$ cat config.mk
export PLATFORM = sky130hd
export DESIGN_NAME = stage_sequencer
export DESIGN_NICKNAME = d
export VERILOG_FILES = /design/src/rtl/stage_sequencer.sv
export SDC_FILE = /design/constraint.sdc
export NUM_CORES = 1
export LEC_CHECK = 0
export CAP_MARGIN = 30
export CORE_AREA = 4 4 47 49
export DETAILED_ROUTE_END_ITERATION = 6
export DIE_AREA = 0 0 51 53
export PLACE_DENSITY = 0.74
export SYNTH_ARGS = -nofsm -noshare
export SYNTH_HDL_FRONTEND = slang
export SYNTH_SLANG_ARGS = --single-unit
$ cat constraint.sdc
create_clock -name Clock -period 2.3 [get_ports Clock]
set_input_delay 0.575 -clock Clock [delete_from_list [all_inputs] [get_ports Clock]]
set_output_delay 0.575 -clock Clock [all_outputs]
set_load 0.05 [all_outputs]
$ cat src/rtl/stage_sequencer.sv
// stage_sequencer: picoMips 4-stage instruction cycle (fetch, decode, execute,
// writeback) with program address generation and stall insertion for
// multi-cycle multiply and the SW[8] user handshake.
// Latency: Stage advances on the edge after Step=1; Addr updates on the 3->0 advance.
// Backpressure: Step is the only advance strobe. It drops for MUL_CYCLES execute
// cycles of a multiply and while blocked on the handshake.
//
// Ports:
//   Clock, Reset        rising-edge clock, asynchronous active-high reset
//   Handshake           raw SW[8] level, asynchronous to Clock
//   WaitHs, MulOp       per-instruction stall requests, valid while Stage=2
//   Branch, BranchAddr  branch request/target, sampled on the Stage-3 advance
//   Addr, Stage         program memory address and current stage
//   Step                combinational advance strobe for write gating
//   Capture             one-cycle pulse: SW[7:0] valid to latch
//   Waiting             high while blocked on the handshake
module stage_sequencer #(
  parameter int ADDR_W      = 5,
  parameter int MUL_CYCLES  = 2,
  parameter int SYNC_STAGES = 2
) (
  input  logic              Clock,
  input  logic              Reset,
  input  logic              Handshake,
  input  logic              WaitHs,
  input  logic              MulOp,
  input  logic              Branch,
  input  logic [ADDR_W-1:0] BranchAddr,
  output logic [ADDR_W-1:0] Addr,
  output logic [1:0]        Stage,
  output logic              Step,
  output logic              Capture,
  output logic              Waiting
);

  typedef enum logic [1:0] {
    RUN = 2'd0,
    MUL = 2'd1,
    WH  = 2'd2,
    WL  = 2'd3
  } state_t;

  localparam logic       MUL_EN   = (MUL_CYCLES > 0);
  localparam logic [2:0] MUL_LOAD = MUL_EN ? 3'(MUL_CYCLES - 1) : 3'd0;

  state_t                  state_q, state_d;
  logic [2:0]              cnt_q, cnt_d;
  logic [SYNC_STAGES-1:0]  sync_q;
  logic                    hs;
  logic [1:0]              stage_q;
  logic [ADDR_W-1:0]       addr_q;
  logic                    capture_q, capture_d;
  logic                    waiting_q;
  logic                    step_d;

  // Handshake synchroniser; hs is the last stage.
  always_ff @(posedge Clock or posedge Reset) begin
    if (Reset) begin
      sync_q <= '0;
    end else begin
      sync_q <= {sync_q[SYNC_STAGES-2:0], Handshake};
    end
  end

  assign hs = sync_q[SYNC_STAGES-1];

  // FSM state, stall counter and registered pulse outputs.
  always_ff @(posedge Clock or posedge Reset) begin
    if (Reset) begin
      state_q   <= RUN;
      cnt_q     <= 3'd0;
      capture_q <= 1'b0;
      waiting_q <= 1'b0;
    end else begin
      state_q   <= state_d;
      cnt_q     <= cnt_d;
      capture_q <= capture_d;
      waiting_q <= (state_d == WH) || (state_d == WL);
    end
  end

  // Next-state and advance strobe. Only Stage 2 can stall; every other stage
  // advances unconditionally from RUN.
  always_comb begin
    state_d   = state_q;
    cnt_d     = cnt_q;
    capture_d = 1'b0;
    step_d    = 1'b0;
    unique case (state_q)
      RUN: begin
        if (stage_q == 2'd2) begin
          // Multiply stall takes priority; a handshake wait follows it.
          if (MulOp && MUL_EN) begin
            state_d = MUL;
            cnt_d   = MUL_LOAD;
          end else if (WaitHs) begin
            state_d = WH;
          end else begin
            step_d = 1'b1;
          end
        end else begin
          step_d = 1'b1;
        end
      end
      MUL: begin
        if (cnt_q != 3'd0) begin
          cnt_d = cnt_q - 3'd1;
        end else if (WaitHs) begin
          state_d = WH;
        end else begin
          state_d = RUN;
          step_d  = 1'b1;
        end
      end
      WH: begin
        if (hs) begin
          state_d   = WL;
          capture_d = 1'b1;
        end
      end
      WL: begin
        // Release only once the switch is back low, so one press frees
        // exactly one waiting instruction.
        step_d = ~hs;
        if (!hs) begin
          state_d = RUN;
        end
      end
      default: begin
        state_d = RUN;
      end
    endcase
  end

  // Stage counter and program address.
  always_ff @(posedge Clock or posedge Reset) begin
    if (Reset) begin
      stage_q <= 2'd0;
      addr_q  <= '0;
    end else if (step_d) begin
      stage_q <= stage_q + 2'd1;
      if (stage_q == 2'd3) begin
        addr_q <= Branch ? BranchAddr : addr_q + ADDR_W'(1);
      end
    end
  end

  assign Addr    = addr_q;
  assign Stage   = stage_q;
  assign Step    = step_d & ~Reset;
  assign Capture = capture_q;
  assign Waiting = waiting_q;

endmodule

==> results by group <==
Yosys
  – Synth top area cells: dfrtp_1 48%, ha_1 8.0%, mux2_1 5.8%
  – Commonest cells post-synth: 15 x dfrtp_1, 10 x nand2_1, 6 x inv_1
  – Top-count cell post-synth: dfrtp_1
  – Post-synth top area cell: dfrtp_1
  – Yosys top cell area share: 0.482
  – Most used DFF post-synth: dfrtp_1
  – Sequential fraction of the synthesis area: 0.482
  – Number of synthesized flops with an enable pin: 0
  – Cell count after synthesis: 74
  – Syn_area_per_cell: 10.5 um2
  – #FFs+latches synth: 15
  – Synth Cell Area: 778 um2
  – Asr flop ratio synth: 1.00
  – Yosys warnings: 0
  – Netlist cell types: 23
  – Syn nets: 90

CTS
  – Root buf cell: clkbuf_4
  – TritonCTS clock tree: yes
  – Clock Pin Slew Worst Setup and Hold Paths: 0.08 ns
  – Clock Path Buffers: 2
  – CTS sink count: 15
  – CTS Hold Bufs: 0
  – Clock Latency Late Sink: 0.27 ns
  – TritonCTS Buffers: 3
  – H-tree Lvls: 1

Outcome
  – Outcome: finished clean

Route
  – Vias/cell: 4.81
  – Final ANT Viol Nets: 0
  – Vias: 640
  – DR iter-0 viols: 7
  – Routed wire length: 1540 um
  – First-pass detailed-route iteration total: 4
  – Wire per inst: 11.6 um
  – DR DRC count: 0

Cells and area
  – Ant diodes: 0
  – Fin cells: 133
  – Area of the multi-input gates: 414 um2
  – Storage element area: 375 um2
  – Nets: 123
  – Fillers: 169
  – Final core occ: 0.614
  – Ratio of cells with drive above 1 in the final layout: 0.208
  – P&R area growth vs syn: 46.9%
  – Design Area, Final: 1140 um2

Worst setup path
  – Setup CP Type: in2out
  – Worst r2r path cells: 9
  – Worst Path Arrival: 1.67 ns
  – Crit path to: Step
  – R2R setup slack: 0.23 ns
  – Critical Path End Type: output pin
  – RR Endpoint: Addr[3]
  – CP Max Fanout: 2
  – R2R Path Start: cnt_q[0]
  – CP required: 1.73 ns
  – Startpoint types: input port
  – Crit path from: WaitHs

STA
  – Final min period: 2.24 ns
  – Slew @ Worst Pin: 0.557 ns
  – Max Clock Freq: 446 MHz
  – Clk_skew: 0.00669 ns
  – Crit share post-route: 0.974
  – Relative slew slack: 0.628
  – Final Hold Fails: 0
  – Final setup vio count: 0
  – Count of final max-slew check failures: 0
  – Final WS setup: 0.0591 ns

Job
  – Max_cap viols: 0

GRT
  – Gr usage total: 0.126
  – First-pass GRT wire length: 2590 um
  – Gr ovfl total: 0
  – Largest net degree at the start of global routing: 16
  – Initial antenna violation count: 0
  – Vias in the first global route: 610

Pwr
  – Worst vdd ir: 663 uV
  – Leak: 0.513 nW
  – Tot Pwr: 0.00173 W
  – Pwr per Cell Area: 1520 nW/um2

Placed design
  – Worst-case setup slack after placement: -0.0495 ns
  – Placed instance area: 1040 um2
  – PortBufs: 20
  – DP HPWL: 1100 um
  – GP Congestion: 0.738
  – Placed cells: 123

Floorplan
  – # IOs: 21
  – CORE AREA: 1860 um2
  – # rows: 16
  – Die area: 2700 um2
  – Die X: 51 um
  – Die Ht: 53 um
  – Initial Util: 0.418

Hold path
  – Worst Hold Class: reg2reg
  – Min-delay src: sync_q[0]
## cell type report
| class | count | share of cell area |
|---|---|---|
| tap | 27 | 0.0295 |
| timing repair buffer | 29 | 0.237 |
| clock buffer | 4 | 0.0230 |
| sequential | 15 | 0.328 |
| inverter | 6 | 0.0197 |
| multi-input combinational | 52 | 0.362 |
## power breakdown
part | switching, W | total, W | internal (W) | leakage, nW
Sequential | 0.000128 | 0.000503 | 0.000375 | 0.185
Clock | 0.0000740 | 0.000141 | 0.0000671 | 0.0150
Combinational | 0.000588 | 0.00109 | 0.000502 | 0.313
## what timing repair did
item,in CTS,in global routing
hold endpoints to repair,0,0
setup endpoints to repair,1,1
gates resized for setup,5,3
pin swaps,2,3
setup buffers,3,3
## cell usage in the layout (no fill, tap or decap)
| cell | count |
|---|---|
| ha_1 | 3 |
| nor2_4 | 1 |
| ha_2 | 1 |
| clkbuf_1 | 1 |
| nand2b_4 | 1 |
| dlymetal6s2s_1 | 1 |
| nand2_1 | 10 |
| buf_4 | 9 |
| xor2_1 | 2 |
| buf_6 | 1 |
| o31ai_1 | 3 |
| nand2b_1 | 2 |
| xnor2_1 | 2 |
| nor2_2 | 1 |
| nand3b_1 | 1 |
| o21ai_1 | 2 |
| clkbuf_4 | 3 |
| mux2_2 | 1 |
| nand3_1 | 2 |
| a31oi_1 | 1 |
| ha_4 | 1 |
| and3b_1 | 1 |
| mux2_1 | 4 |
| nor2b_1 | 1 |
| a21o_1 | 2 |
| nand2b_2 | 1 |
| dfrtp_1 | 15 |
| clkdlybuf4s50_1 | 18 |
| a311oi_4 | 1 |
| o21ai_0 | 5 |
| nor2_1 | 2 |
| nor3_2 | 1 |
| inv_1 | 6 |
## critical path, stage by stage
cell,delay [ns]
clkdlybuf4s50_1,0.50
nor2_2,0.06
a311oi_4,0.33
nor2_4,0.05
buf_6,0.15
## worst min-delay path by stage
stage / slack, ns / to / cells past startpoint
after floorplan: 0.33 / sync_q[1] / 0
after global placement: 0.33 / sync_q[1] / 0
after detailed placement: 0.34 / sync_q[1] / 0
after CTS: 0.36 / sync_q[1] / 0
after global routing: 0.37 / sync_q[1] / 0
final: 0.36 / sync_q[1] / 0
## metrics by stage
stage,hold slack (ns),TNS (ns)
finish,0.358,0
global route,0.367,-0.0121
CTS,0.359,-0.000129
detailed placement,0.340,-0.0495
global placement,0.332,-0.0379
floorplan,0.331,0
## cells by family (layout without fill, tap and decap cells)
group / count (synthesis) / count (layout) / synth area share
buffers and inverters: 7 / 39 / 0.0338
and+or+nand+nor: 24 / 24 / 0.151
muxes: 5 / 5 / 0.0723
xor gates and xnor gates: 4 / 4 / 0.0450
DFF: 15 / 15 / 0.482
AOI/OAI and AO/OA: 14 / 14 / 0.135
adders and majority gates: 5 / 5 / 0.0804
## metal layers
layer,routed length (um),GRT usage,up-vias
met3,118,0.0338,2
li1,-,-,316
met2,718,0.200,24
met4,12,0.0583,0
met1,691,0.159,298
met5,0,0,-
Note: power is estimated with default switching activity, not from simulation.
